<file path="src/rtl/word_match_scheduler.sv">
// Word-by-word pattern match scheduler: collects one word from the byte stream, then
// time-shares a single masked 8-bit comparator across the latched pattern and emits a result id.
module word_match_scheduler #(
  parameter int MAX_CHARS = 8,
  parameter int ID_BITS   = 7
) (
  input  logic                   aclk,
  input  logic                   areset,
  input  logic                   s_axis_tvalid,
  input  logic [7:0]             s_axis_tdata,
  input  logic                   s_axis_tuser,
  output logic                   s_axis_tready,
  input  logic [7:0]             word_size,
  input  logic [7:0]             result_mask,
  input  logic [MAX_CHARS*8-1:0] characters,
  input  logic [MAX_CHARS*8-1:0] masks,
  output logic                   m_axis_tvalid,
  output logic [7:0]             m_axis_tdata,
  output logic                   busy
);

  localparam int LEN_W = $clog2(MAX_CHARS + 1);
  localparam int IDX_W = (MAX_CHARS > 1) ? $clog2(MAX_CHARS) : 1;
  localparam logic [7:0]       MAX_B   = 8'(MAX_CHARS);
  localparam logic [LEN_W-1:0] LEN_MAX = LEN_W'(MAX_CHARS);

  typedef enum logic [1:0] {COLLECT, COMPARE, EMIT} state_t;

  state_t state, state_next;

  logic [7:0]             word_buf [MAX_CHARS];
  logic [LEN_W-1:0]       len;
  logic                   ovf;
  logic [IDX_W-1:0]       cnt;
  logic                   match;
  logic [ID_BITS-1:0]     word_id;

  // Pattern configuration frozen at the end-of-word beat.
  logic [7:0]             pat_size;
  logic [1:0]             pat_rm;
  logic [MAX_CHARS*8-1:0] pat_chars;
  logic [MAX_CHARS*8-1:0] pat_masks;

  logic       beat;
  logic       word_valid;
  logic       char_ok;
  logic       match_final;
  logic       last_cmp;
  logic       miss_final;
  logic       report;
  logic [7:0] result_data;
  logic [7:0] cmp_char;
  logic [7:0] cmp_mask;
  logic       unused_rm;

  assign beat      = s_axis_tvalid && s_axis_tready;
  assign busy      = (state != COLLECT);
  assign unused_rm = ^result_mask[7:2];

  // NOTE: every always_comb output gets a default first, so no path can infer a latch.
  always_comb begin
    state_next  = state;
    cmp_char    = pat_chars[{cnt, 3'b000} +: 8];
    cmp_mask    = pat_masks[{cnt, 3'b000} +: 8];
    word_valid  = (pat_size != 8'd0) && (pat_size <= MAX_B) && !ovf && (8'(len) == pat_size);
    char_ok     = ((word_buf[cnt] ^ cmp_char) & ~cmp_mask) == 8'd0;
    match_final = match && char_ok;
    last_cmp    = (8'(cnt) + 8'd1) == pat_size;
    miss_final  = !(word_valid && match_final);
    report      = (!miss_final && pat_rm[0]) || (miss_final && pat_rm[1]);
    result_data = '0;
    result_data[7] = miss_final;
    result_data[ID_BITS-1:0] = word_id;

    case (state)
      COLLECT: if (beat && s_axis_tuser) state_next = COMPARE;
      COMPARE: if (!word_valid || last_cmp) state_next = EMIT;
      EMIT:    state_next = COLLECT;
      default: state_next = COLLECT;
    endcase
  end

  // NOTE: sequential state uses non-blocking assignments so every register samples pre-edge values.
  always_ff @(posedge aclk) begin
    if (areset) state <= COLLECT;
    else        state <= state_next;
  end

  // NOTE: the word buffer is storage only; len gates its contents, so it carries no reset.
  always_ff @(posedge aclk) begin
    if (beat && !s_axis_tuser && (len < LEN_MAX))
      word_buf[len[IDX_W-1:0]] <= s_axis_tdata;
  end

  always_ff @(posedge aclk) begin
    if (areset) begin
      len           <= '0;
      ovf           <= 1'b0;
      cnt           <= '0;
      match         <= 1'b0;
      word_id       <= '0;
      pat_size      <= '0;
      pat_rm        <= '0;
      pat_chars     <= '0;
      pat_masks     <= '0;
      s_axis_tready <= 1'b1;
      m_axis_tvalid <= 1'b0;
      m_axis_tdata  <= '0;
    end else begin
      s_axis_tready <= (state_next == COLLECT);
      m_axis_tvalid <= 1'b0;
      case (state)
        COLLECT: begin
          if (beat) begin
            if (s_axis_tuser) begin
              pat_size  <= word_size;
              pat_rm    <= result_mask[1:0];
              pat_chars <= characters;
              pat_masks <= masks;
              cnt       <= '0;
              match     <= 1'b1;
            end else if (len < LEN_MAX) begin
              len <= len + LEN_W'(1);
            end else begin
              ovf <= 1'b1;
            end
          end
        end
        COMPARE: begin
          cnt   <= cnt + IDX_W'(1);
          match <= match_final;
          if (state_next == EMIT) begin
            m_axis_tvalid <= report;
            m_axis_tdata  <= result_data;
          end
        end
        EMIT: begin
          word_id <= word_id + ID_BITS'(1);
          len     <= '0;
          ovf     <= 1'b0;
        end
        default: ;
      endcase
    end
  end

endmodule
</file>
<file path="config.mk">
export PLATFORM = sky130hd
export DESIGN_NAME = word_match_scheduler
export DESIGN_NICKNAME = d
export VERILOG_FILES = /design/src/rtl/word_match_scheduler.sv
export SDC_FILE = /design/constraint.sdc
export NUM_CORES = 1
export LEC_CHECK = 0
export CORE_AREA = 2 2 191 118
export CTS_CLUSTER_SIZE = 10
export DETAILED_ROUTE_END_ITERATION = 16
export DIE_AREA = 0 0 193 120
export PLACE_DENSITY = 0.69
export SYNTH_ARGS = -nofsm -noshare
export SYNTH_HDL_FRONTEND = slang
export SYNTH_SLANG_ARGS = --single-unit
</file>
<file path="constraint.sdc">
create_clock -name aclk -period 6.56 [get_ports aclk]
set_clock_uncertainty 0.05 [all_clocks]
set_input_delay 1.64 -clock aclk [delete_from_list [all_inputs] [get_ports aclk]]
set_output_delay 1.64 -clock aclk [all_outputs]
set_load 0.03 [all_outputs]
</file>
==> results.md, run 1 <==
* Total setup violations reported at the end of the flow at 0
* End point of the critical path: word_buf[4][4]
* Clock Sink Count at between 200 and 250
* Worst skew pair latency at between 0.5 and 0.6 ns
* Top cells by count, synth: sky130_fd_sc_hd__nand2_1 (284), sky130_fd_sc_hd__dfxtp_1 (169), sky130_fd_sc_hd__a21oi_1 (145)
* Sw Share at 0.231
* Netlist area before placement at 9540 sq um
* Maximum number of pins on one net before global-route repair at just over 100
* Area of the die at 23200 sq um
* Clock root cell: sky130_fd_sc_hd__clkbuf_16
* Start-to-end type of the worst setup path: primary input to flop
* Setup crit start kind: primary input
* Via count at 7117
* Gate power share at 0.101
* Share of cells above drive strength 1 at 0.0895
* Number of library cell types mapped by synthesis at 46
* Cell-internal power at about 2.4 mW
* P per Cell Area at between 200 and 300 nW/um^2
* Total number of placement rows at between 40 and 50
* Dominant cells by area after synthesis: sky130_fd_sc_hd__dfxtp_1 (35%), sky130_fd_sc_hd__edfxtp_1 (20%), sky130_fd_sc_hd__mux4_2 (11%), sky130_fd_sc_hd__nand2_1 (11%), sky130_fd_sc_hd__a21oi_1 (7.6%)
* Die height at 120 microns
* Hold Fails Final Rpt at 0
* DP HPWL at approximately 16000 microns
* Post-DR wirelength/cell at between 15 and 20 microns
* Fraction of post-synthesis cell area in the top cell type by area at 0.355
* Count of antenna-violating nets left after detailed routing at 0
* Peak supply drop at between 150 and 200 uV
* CP endpoint kind: flop
* Post-synth top flop: sky130_fd_sc_hd__dfxtp_1
* Largest family of logic cells by synthesized area: simple AND/OR/NAND/NOR gates
* First-pass GRT wire length at ~37000 microns
* TritonCTS clock tree: done
* Synthesized netlist net count at between 1000 and 1500
* Total iterations of the first detailed-routing run at 6
* Crit path max fanout at 8
* DRC at 0
* Synth Area in Simple Gates at 0.151
* DRT iter0 DRCs at 464
* Adder-cell share of the synthesized area at 0.00393
* Period utilisation layout at 0.571
* Number of clock buffers inserted by TritonCTS at 27
* Count of maximum capacitance violations at 0
* Parity-gate share of the synthesized area counting xor and xnor cells at 0.0184
* Vias per std cell at approximately 5.3
* Register-to-register path setup slack at between 3 and 4 ns
* Actual transition at the worst max-transition pin at between 1 and 1.5 ns
* Setup TNS Final at 0 ns
* Placer's final routability congestion estimate at between 0.7 and 0.8
* Port Buf Inserts at 160
* Portion of total power attributed to sequential cells at 0.493
* Avg Inst Size Synth at around 10 sq um
* Net Sw Power at between 700 and 800 uW
* Number of nets in the finished design at 1211
* Final critical path time including I/O delays and setup at about 3.7 ns
* Number of storage elements in the synthesis netlist at about 230
* Proportion of synthesized flip-flops having asynchronous set or reset at 0
* Worst slew margin relative to its limit at 0.279
* End of the worst register-to-register path: match
* Min-Delay Path Class: flop to flop
* Initial core utilization at 0.443
* EDFF count, synth at 64
* Complex-gate fraction of the synthesized area at 0.0919
* Data arrival time at the worst-slack endpoint at 3.84 ns
* Total number of H-tree levels at 1
* Final wirelength at 24000 microns
* Max Fclk at about 270 MHz
* Cts-stage hold buffer count at 0
* Top-level port count at 167
* Sequential-to-total area share from yosys stat at 0.556
* Global-route usage over all layers at 0.206
* Static leakage power at about 4.0 nW
* RSZ-0062 raised after global routing: false
* Post-CTS setup buffers at 0
* Part of the power in the clock network at 0.406
* Multiplexer share of the synthesized area at 0.145
* Synth warnings at 0
* Cell depth of the worst flop-to-flop path at 8
* Critical R2R Launch: cnt[0]
* Cells after synthesis at 923
* Overflow after GRT at 0
* Vias in the first global route at 6760
* Launching instance or port of the critical path: s_axis_tvalid
* Result of the run: complete, no violations
* Pins over their slew limit at 0
* Post-synth top area cell: sky130_fd_sc_hd__dfxtp_1
* Initial antenna violation count at 4
* Buffer levels on the longest clock path at 3
* Post_cts resized at 0
* Most used standard cell by instance count after synthesis: sky130_fd_sc_hd__nand2_1
* Placeable core region at 21500 sq um
* Clock edge transition at the registers on the reported setup and hold paths at around 0.05 ns
* Required time of the worst setup path at between 6 and 7 ns
* Final Power at 3.16 mW
* P&R area growth vs syn at 25.6%
* Width of the die at 193 microns
## worst max-delay path, cell delays in order
cell	delay [ns]
sky130_fd_sc_hd__clkdlybuf4s50_1	0.50
sky130_fd_sc_hd__nand2_1	0.08
sky130_fd_sc_hd__nor3_1	0.52
sky130_fd_sc_hd__nand2b_1	0.28
sky130_fd_sc_hd__nor2_1	0.80
## layout by cell type, fill, tap and decap left out, types with 2 or more instances in the layout
master | synthesis | layout
sky130_fd_sc_hd__clkbuf_1 | 49 | 9
sky130_fd_sc_hd__xor2_1 | 15 | 15
sky130_fd_sc_hd__dfxtp_1 | 169 | 167
sky130_fd_sc_hd__nor2_1 | 32 | 31
sky130_fd_sc_hd__xnor2_1 | 5 | 5
sky130_fd_sc_hd__or4_4 | 2 | 2
sky130_fd_sc_hd__and3_1 | 2 | 2
sky130_fd_sc_hd__nand4_1 | 5 | 5
sky130_fd_sc_hd__mux2i_1 | 30 | 30
sky130_fd_sc_hd__inv_1 | 2 | 2
sky130_fd_sc_hd__clkbuf_16 | 0 | 27
sky130_fd_sc_hd__nand2_1 | 284 | 284
sky130_fd_sc_hd__edfxtp_1 | 64 | 64
sky130_fd_sc_hd__nor2_4 | 1 | 2
sky130_fd_sc_hd__clkdlybuf4s50_1 | 0 | 159
sky130_fd_sc_hd__nand2b_1 | 3 | 3
sky130_fd_sc_hd__ha_1 | 3 | 3
sky130_fd_sc_hd__nor2b_1 | 4 | 4
sky130_fd_sc_hd__nor3_2 | 0 | 2
sky130_fd_sc_hd__a21oi_1 | 145 | 145
sky130_fd_sc_hd__o21ai_0 | 4 | 4
sky130_fd_sc_hd__nor3_1 | 11 | 9
sky130_fd_sc_hd__buf_4 | 4 | 7
sky130_fd_sc_hd__a211oi_1 | 2 | 2
sky130_fd_sc_hd__nor3b_1 | 3 | 3
sky130_fd_sc_hd__dfxtp_2 | 0 | 2
sky130_fd_sc_hd__a22oi_1 | 4 | 4
sky130_fd_sc_hd__mux4_2 | 48 | 48
## layer usage
layer  global-route usage  share of wire
met3               0.0535          0.076
met2                0.291           0.41
met5                    0         0.0024
met4               0.0331          0.015
met1                0.319           0.49
## power by group through the flow
stage,Clock [mW],Combinational [mW],Sequential [mW]
final,1.28,0.319,1.56
after global routing,1.37,0.350,1.57
after CTS,1.31,0.321,1.56
after detailed placement,0,0.320,1.59
after global placement,0,0.316,1.59
after floorplan,0,0.179,1.58
## state kept, by name, indices dropped and copies added (netlist names), 2 cells and up, named ones only
name	count
state	2
pat_rm	2
pat_size	8
cnt	3
len	4
m_axis_tdata	8
pat_masks	64
word_buf	64
word_id	7
pat_chars	64
## metrics by stage
step                worst slack [ns]  utilization  hold slack, ns  cell area, sq um  cells
global placement                2.40        0.522           0.390             11300   1309
floorplan                       3.24            -           0.383              9540    923
detailed placement              2.35        0.522           0.394             11300   1309
finish                          2.81        0.556           0.399             12000   1348
global route                    2.65        0.556           0.415             12000   1347
CTS                             2.81        0.556           0.402             12000   1347
## area by class of cell
cell class	instances	area (sq um)
Fill cell	1948	9560
Sequential cell	233	5310
Multi-Input combinational cell	622	3940
Timing Repair Buffer	166	1640
Clock buffer	36	709
Tap cell	286	358
Clock inverter	2	17.5
Inverter	2	7.51
Antenna cell	1	2.50
## logic make-up after synthesis
family          after synthesis
simple gates                355
flops                       233
compound gates              166
mux                          78
buf+inv                      68
xor+xnor                     20
fa+ha+maj                     3
## worst min path at each step
| stage | startpoint | endpoint | depth (start not counted) |
|---|---|---|---|
| 2_1_floorplan | pat_chars[16] | pat_chars[16] | 2 |
| 6_report | pat_chars[54] | pat_chars[54] | 2 |
| 4_1_cts | pat_chars[25] | pat_chars[25] | 2 |
| 3_3_place_gp | pat_masks[46] | pat_masks[46] | 2 |
| 3_5_place_dp | pat_chars[25] | pat_chars[25] | 2 |
| 5_1_grt | pat_masks[14] | pat_masks[14] | 2 |
(Power assumes the default switching activity.)
==> run 2: changes to the inputs <==
PLACE_DENSITY = 0.72   (was 0.69)
clock period = 3.34 ns   (was 6.56 ns; I/O delays follow)
==> results.md, run 2 (synthesized netlist as in run 1, its figures left out) <==
* Result of the run: complete, no violations
* Total iterations of the first detailed-routing run at 5
* Worst slew margin relative to its limit at 0.498
* Global-route usage over all layers at 0.201
* DRC at 0
* Crit path max fanout at 9
* Launching instance or port of the critical path: state[0]
* Sw Share at 0.230
* Required time of the worst setup path at roughly 2.5 ns
* Clock Sink Count at ~230
* Post-DR wirelength/cell at approximately 17 microns
* Cell with the largest stage delay on the worst path: sky130_fd_sc_hd__clkdlybuf4s50_1
* Cts-stage hold buffer count at 0
* Post-CTS setup buffers at 0
* Storage element area at 5310 sq um
* Setup crit start kind: flop
* Count of maximum capacitance violations at 0
* Vias per std cell at 5.28
* DP HPWL at approximately 16000 microns
* Placer's final routability congestion estimate at roughly 0.79
* Max Fclk at between 300 and 400 MHz
* Post-route cell area at approximately 12000 sq um
* Utilization after layout at 0.564
* Most frequent cells in the layout: sky130_fd_sc_hd__nand2_1 (284), sky130_fd_sc_hd__dfxtp_1 (167), sky130_fd_sc_hd__clkdlybuf4s50_1 (159), sky130_fd_sc_hd__a21oi_1 (145), sky130_fd_sc_hd__edfxtp_1 (64)
* Data arrival time at the worst-slack endpoint at roughly 2 ns
* End point of the critical path: busy
* Initial antenna violation count at 2
* Cell count along the critical path at 3
* Maximum number of pins on one net before global-route repair at between 100 and 150
* Number of fillers in the final layout at 1891
* Gate power share at 0.102
* Via count at about 7200
* Clock root cell: sky130_fd_sc_hd__clkbuf_16
* Width of the die at between 150 and 200 microns
* Part of the power in the clock network at 0.409
* Period utilisation layout at 0.868
* Kind of cell adding the most delay to the critical path: buffers and inverters
* Area of the die at around 23000 sq um
* Diodes inserted at 0
* Vias in the first global route at 6792
* Slowest Stage Delay on Critical Path at 0.74 ns
* Min-Delay Path Class: flop to flop
* Critical path buffers and inverters at 2
* Top-level port count at about 170
* Total number of placement rows at 42
* RSZ-0062 raised after global routing: false
* Cell depth of the worst flop-to-flop path at 7
* Cell area after placement at around 11000 sq um
* Most common cell after layout, fill and taps aside: sky130_fd_sc_hd__nand2_1
* Buffer levels on the longest clock path at 3
* Cell-internal power at 4.83 mW
* Worst skew pair latency at between 0.5 and 0.6 ns
* CP endpoint kind: output pin
* Clock edge transition at the registers on the reported setup and hold paths at roughly 0.060 ns
* Ordered cell list for the critical path: nor2_1, inv_1, clkdlybuf4s50_1
* Setup TNS Final at 0 ns
* Static leakage power at 4.12 nW
* Final critical path time including I/O delays and setup at 2.90 ns
* Share of cells above drive strength 1 at 0.100
* Overflow after GRT at 0
* Actual transition at the worst max-transition pin at approximately 0.75 ns
* Combined area of the multi-input logic cells at between 3000 and 4000 sq um
* Peak supply drop at roughly 330 uV
* Placeable core region at approximately 22000 sq um
* Net Sw Power at 1.44 mW
* Final wirelength at 23500 microns
* Portion of total power attributed to sequential cells at 0.490
* Critical R2R Launch: cnt[0]
* Number of nets in the finished design at ~1200
* TritonCTS clock tree: done
* Die height at 120 microns
* Count of antenna-violating nets left after detailed routing at 0
* DRT iter0 DRCs at between 400 and 500
* Port Buf Inserts at between 150 and 200
* Start-to-end type of the worst setup path: flop to output pin
* Register-to-register path setup slack at roughly 0.63 ns
* Initial core utilization at 0.443
* Total number of H-tree levels at 1
* P&R area growth vs syn at 27.4%
* First-pass GRT wire length at ~36000 microns
* Total setup violations reported at the end of the flow at 0
* Post_cts resized at 0
* End of the worst register-to-register path: match
* Pins over their slew limit at 0
* P per Cell Area at between 500 and 600 nW/um^2
* Number of clock buffers inserted by TritonCTS at 27
* Hold Fails Final Rpt at 0
==> run 2: changes by cell type in the layout (fill, tap and decap cells not counted) <==
cell / delta
sky130_fd_sc_hd__buf_12: +5
sky130_fd_sc_hd__buf_4: +9
sky130_fd_sc_hd__clkbuf_1: +1
sky130_fd_sc_hd__clkbuf_8: +1
sky130_fd_sc_hd__clkinv_4: -1
sky130_fd_sc_hd__diode_2: -1
sky130_fd_sc_hd__inv_4: +1
sky130_fd_sc_hd__nor3_1: +2
sky130_fd_sc_hd__nor3_2: -2
==> run 2: worst min-delay path by stage <==
stage / startpoint / depth (start not counted) / to / slack [ns]
after global placement: pat_masks[45] / 2 / pat_masks[45] / 0.39
after global routing: pat_chars[48] / 2 / pat_chars[48] / 0.42
after CTS: pat_chars[29] / 2 / pat_chars[29] / 0.40
final: pat_masks[40] / 2 / pat_masks[40] / 0.40
after detailed placement: pat_masks[50] / 2 / pat_masks[50] / 0.39
after floorplan: pat_chars[16] / 2 / pat_chars[16] / 0.38
==> run 2: layout make-up <==
class | count | share of cell area
clock inverter | 2 | 0.00124
timing repair buffer | 180 | 0.149
tap | 286 | 0.0294
clock buffer | 38 | 0.0598
multi-input combinational | 622 | 0.323
inverter | 2 | 0.000618
sequential | 233 | 0.437
==> run 2: worst min-delay path, delay by kind of cell (launching register included) <==
kind | cells | cell delay [ns]
flops | 1 | 0.30
compound gates | 1 | 0.05
simple gates | 1 | 0.05
==> run 2: metal layers <==
layer | vias to the layer above | track usage | wire (microns) | share of wire
met5 | - | 0 | 27 | 0.0011
met4 | 4 | 0.0450 | 434 | 0.018
met3 | 37 | 0.0477 | 1870 | 0.079
met2 | 246 | 0.284 | 9640 | 0.41
met1 | 3428 | 0.309 | 11500 | 0.49
li1 | 3481 | - | - | -
==> run 2: power groups by stage <==
stage	combinational, mW	sequential [mW]	clock [mW]
after floorplan	0.351	3.10	0
after global placement	0.630	3.12	0
after detailed placement	0.636	3.13	0
after CTS	0.639	3.07	2.62
after global routing	0.695	3.08	2.74
final	0.637	3.07	2.56
==> run 2: stage by stage <==
step | hold slack, ns | setup WS [ns] | total power, mW | cells
after detailed placement | 0.393 | 0.595 | 3.76 | 1323
after global placement | 0.389 | 0.582 | 3.75 | 1323
after global routing | 0.419 | 0.362 | 6.51 | 1363
after floorplan | 0.383 | 0.824 | 3.45 | 923
final | 0.401 | 0.440 | 6.27 | 1363
after CTS | 0.402 | 0.419 | 6.33 | 1363
==> run 3: changes to the inputs <==
CTS_BUF_LIST = sky130_fd_sc_hd__clkbuf_16   (was default)
==> results.md, run 3 (synthesized netlist as in run 1, its figures left out) <==
* Total iterations of the first detailed-routing run at 5
* Total setup violations reported at the end of the flow at 0
* Worst skew pair latency at 0.53 ns
* Count of maximum capacitance violations at 0
* Minimum hold slack at between 0.4 and 0.5 ns
* Smallest setup slack after layout at between 0.4 and 0.5 ns
* Pins over their slew limit at 0
* Number of clock buffers inserted by TritonCTS at 27
* Buffer levels on the longest clock path at 3
* DRT iter0 DRCs at 444
* Crit path max fanout at 9
* CP endpoint kind: output pin
* Die height at around 120 microns
* P per Cell Area at 512 nW/um^2
* Setup crit start kind: flop
* Via count at roughly 7200
* Diodes inserted at 0
* Final critical path time including I/O delays and setup at a little under 3 ns
* Number of nets in the finished design at approximately 1200
* Post-route cell area at 12100 sq um
* Data arrival time at the worst-slack endpoint at approximately 2.0 ns
* Post_cts resized at 0
* Clock root cell: sky130_fd_sc_hd__clkbuf_16
* Area of the die at around 23000 sq um
* Initial core utilization at 0.443
* Count of antenna-violating nets left after detailed routing at 0
* Width of the die at just under 200 microns
* Actual transition at the worst max-transition pin at about 0.74 ns
* Start-to-end type of the worst setup path: flop to output pin
* Top-level port count at 167
* DP HPWL at 16000 microns
* Vias per std cell at approximately 5.3
* Placed cell count at around 1300
* Overflow after GRT at 0
* Period utilisation layout at 0.869
* Total number of H-tree levels at 1
* Share of cells above drive strength 1 at 0.0994
* Layout Cells excl Fill at 1363
* First-pass GRT wire length at roughly 36000 microns
* Min-Delay Path Class: flop to flop
* Required time of the worst setup path at between 2 and 2.5 ns
* Placer's final routability congestion estimate at 0.792
* P&R area growth vs syn at 27.3%
* Utilization after layout at 0.564
* Initial antenna violation count at 2
* Port Buf Inserts at between 150 and 200
* Cell area after placement at about 11000 sq um
* Static leakage power at around 4.2 nW
* Post-DR wirelength/cell at approximately 17 microns
* Global-route usage over all layers at 0.201
* Post-CTS setup buffers at 0
* Final wirelength at approximately 23000 microns
* Maximum number of pins on one net before global-route repair at 140
* Most frequent cells in the layout: sky130_fd_sc_hd__nand2_1 (284), sky130_fd_sc_hd__dfxtp_1 (167), sky130_fd_sc_hd__clkdlybuf4s50_1 (159), sky130_fd_sc_hd__a21oi_1 (145), sky130_fd_sc_hd__edfxtp_1 (64)
* Result of the run: complete, no violations
* Clock edge transition at the registers on the reported setup and hold paths at approximately 0.06 ns
* Worst slew margin relative to its limit at 0.505
* Vias in the first global route at 6793
* Setup TNS Final at 0 ns
* DRC at 0
* Placeable core region at 21500 sq um
* Max Fclk at 344 MHz
* Cts-stage hold buffer count at 0
* Worst-case setup slack after placement at ~0.6 ns
* Peak supply drop at 333 uV
* Most common cell after layout, fill and taps aside: sky130_fd_sc_hd__nand2_1
* Final Power at about 6.2 mW
* Total number of placement rows at 42
* TritonCTS clock tree: done
* Clock Sink Count at ~230
* Hold Fails Final Rpt at 0
* RSZ-0062 raised after global routing: false
==> run 3: changes by cell type in the layout (fill, tap and decap cells not counted), sizes merged <==
cell / previous run / this run
clkinv: 0 / 1
inv: 4 / 14
clkbuf: 38 / 27
==> run 3: power by group <==
group	leakage [nW]	total [mW]	internal (mW)	switching, mW
Clock	0.397	2.51	1.44	1.08
Sequential	1.95	3.07	3.00	0.0654
Combinational	1.81	0.636	0.332	0.304
Total	4.16	6.22	4.77	1.44
==> run 3: path summary, 6_finish.rpt <==
check / startpoint / slack, ns / cells past startpoint / end
worst max-delay path: state[0] / 0.44 / 3 / busy
worst min-delay path: pat_masks[40] / 0.40 / 2 / pat_masks[40]
worst max register to register: cnt[0] / 0.63 / 7 / match
worst min register to register: pat_masks[40] / 0.40 / 2 / pat_masks[40]
==> run 3: worst max-delay path, stage by stage (launching register included) <==
cell,delay (ns)
sky130_fd_sc_hd__dfxtp_1,0.47
sky130_fd_sc_hd__nor2_1,0.12
sky130_fd_sc_hd__inv_1,0.16
sky130_fd_sc_hd__clkdlybuf4s50_1,0.74
==> run 3: area by class of cell <==
class / instances / area [sq um]
clock buffers: 27 / 676
clock inverters: 13 / 56.3
repair buffers: 180 / 1810
well taps: 286 / 358
multi-input cells: 622 / 3930
inverters: 2 / 7.51
fillers: 1892 / 9400
flip-flops and latches: 233 / 5310
==> run 3: metal layers <==
layer	share of wire	GRT usage	vias up
met5	0.0012	0	-
met4	0.018	0.0450	4
met3	0.083	0.0477	35
met2	0.41	0.284	251
met1	0.49	0.309	3439
li1	-	-	3482
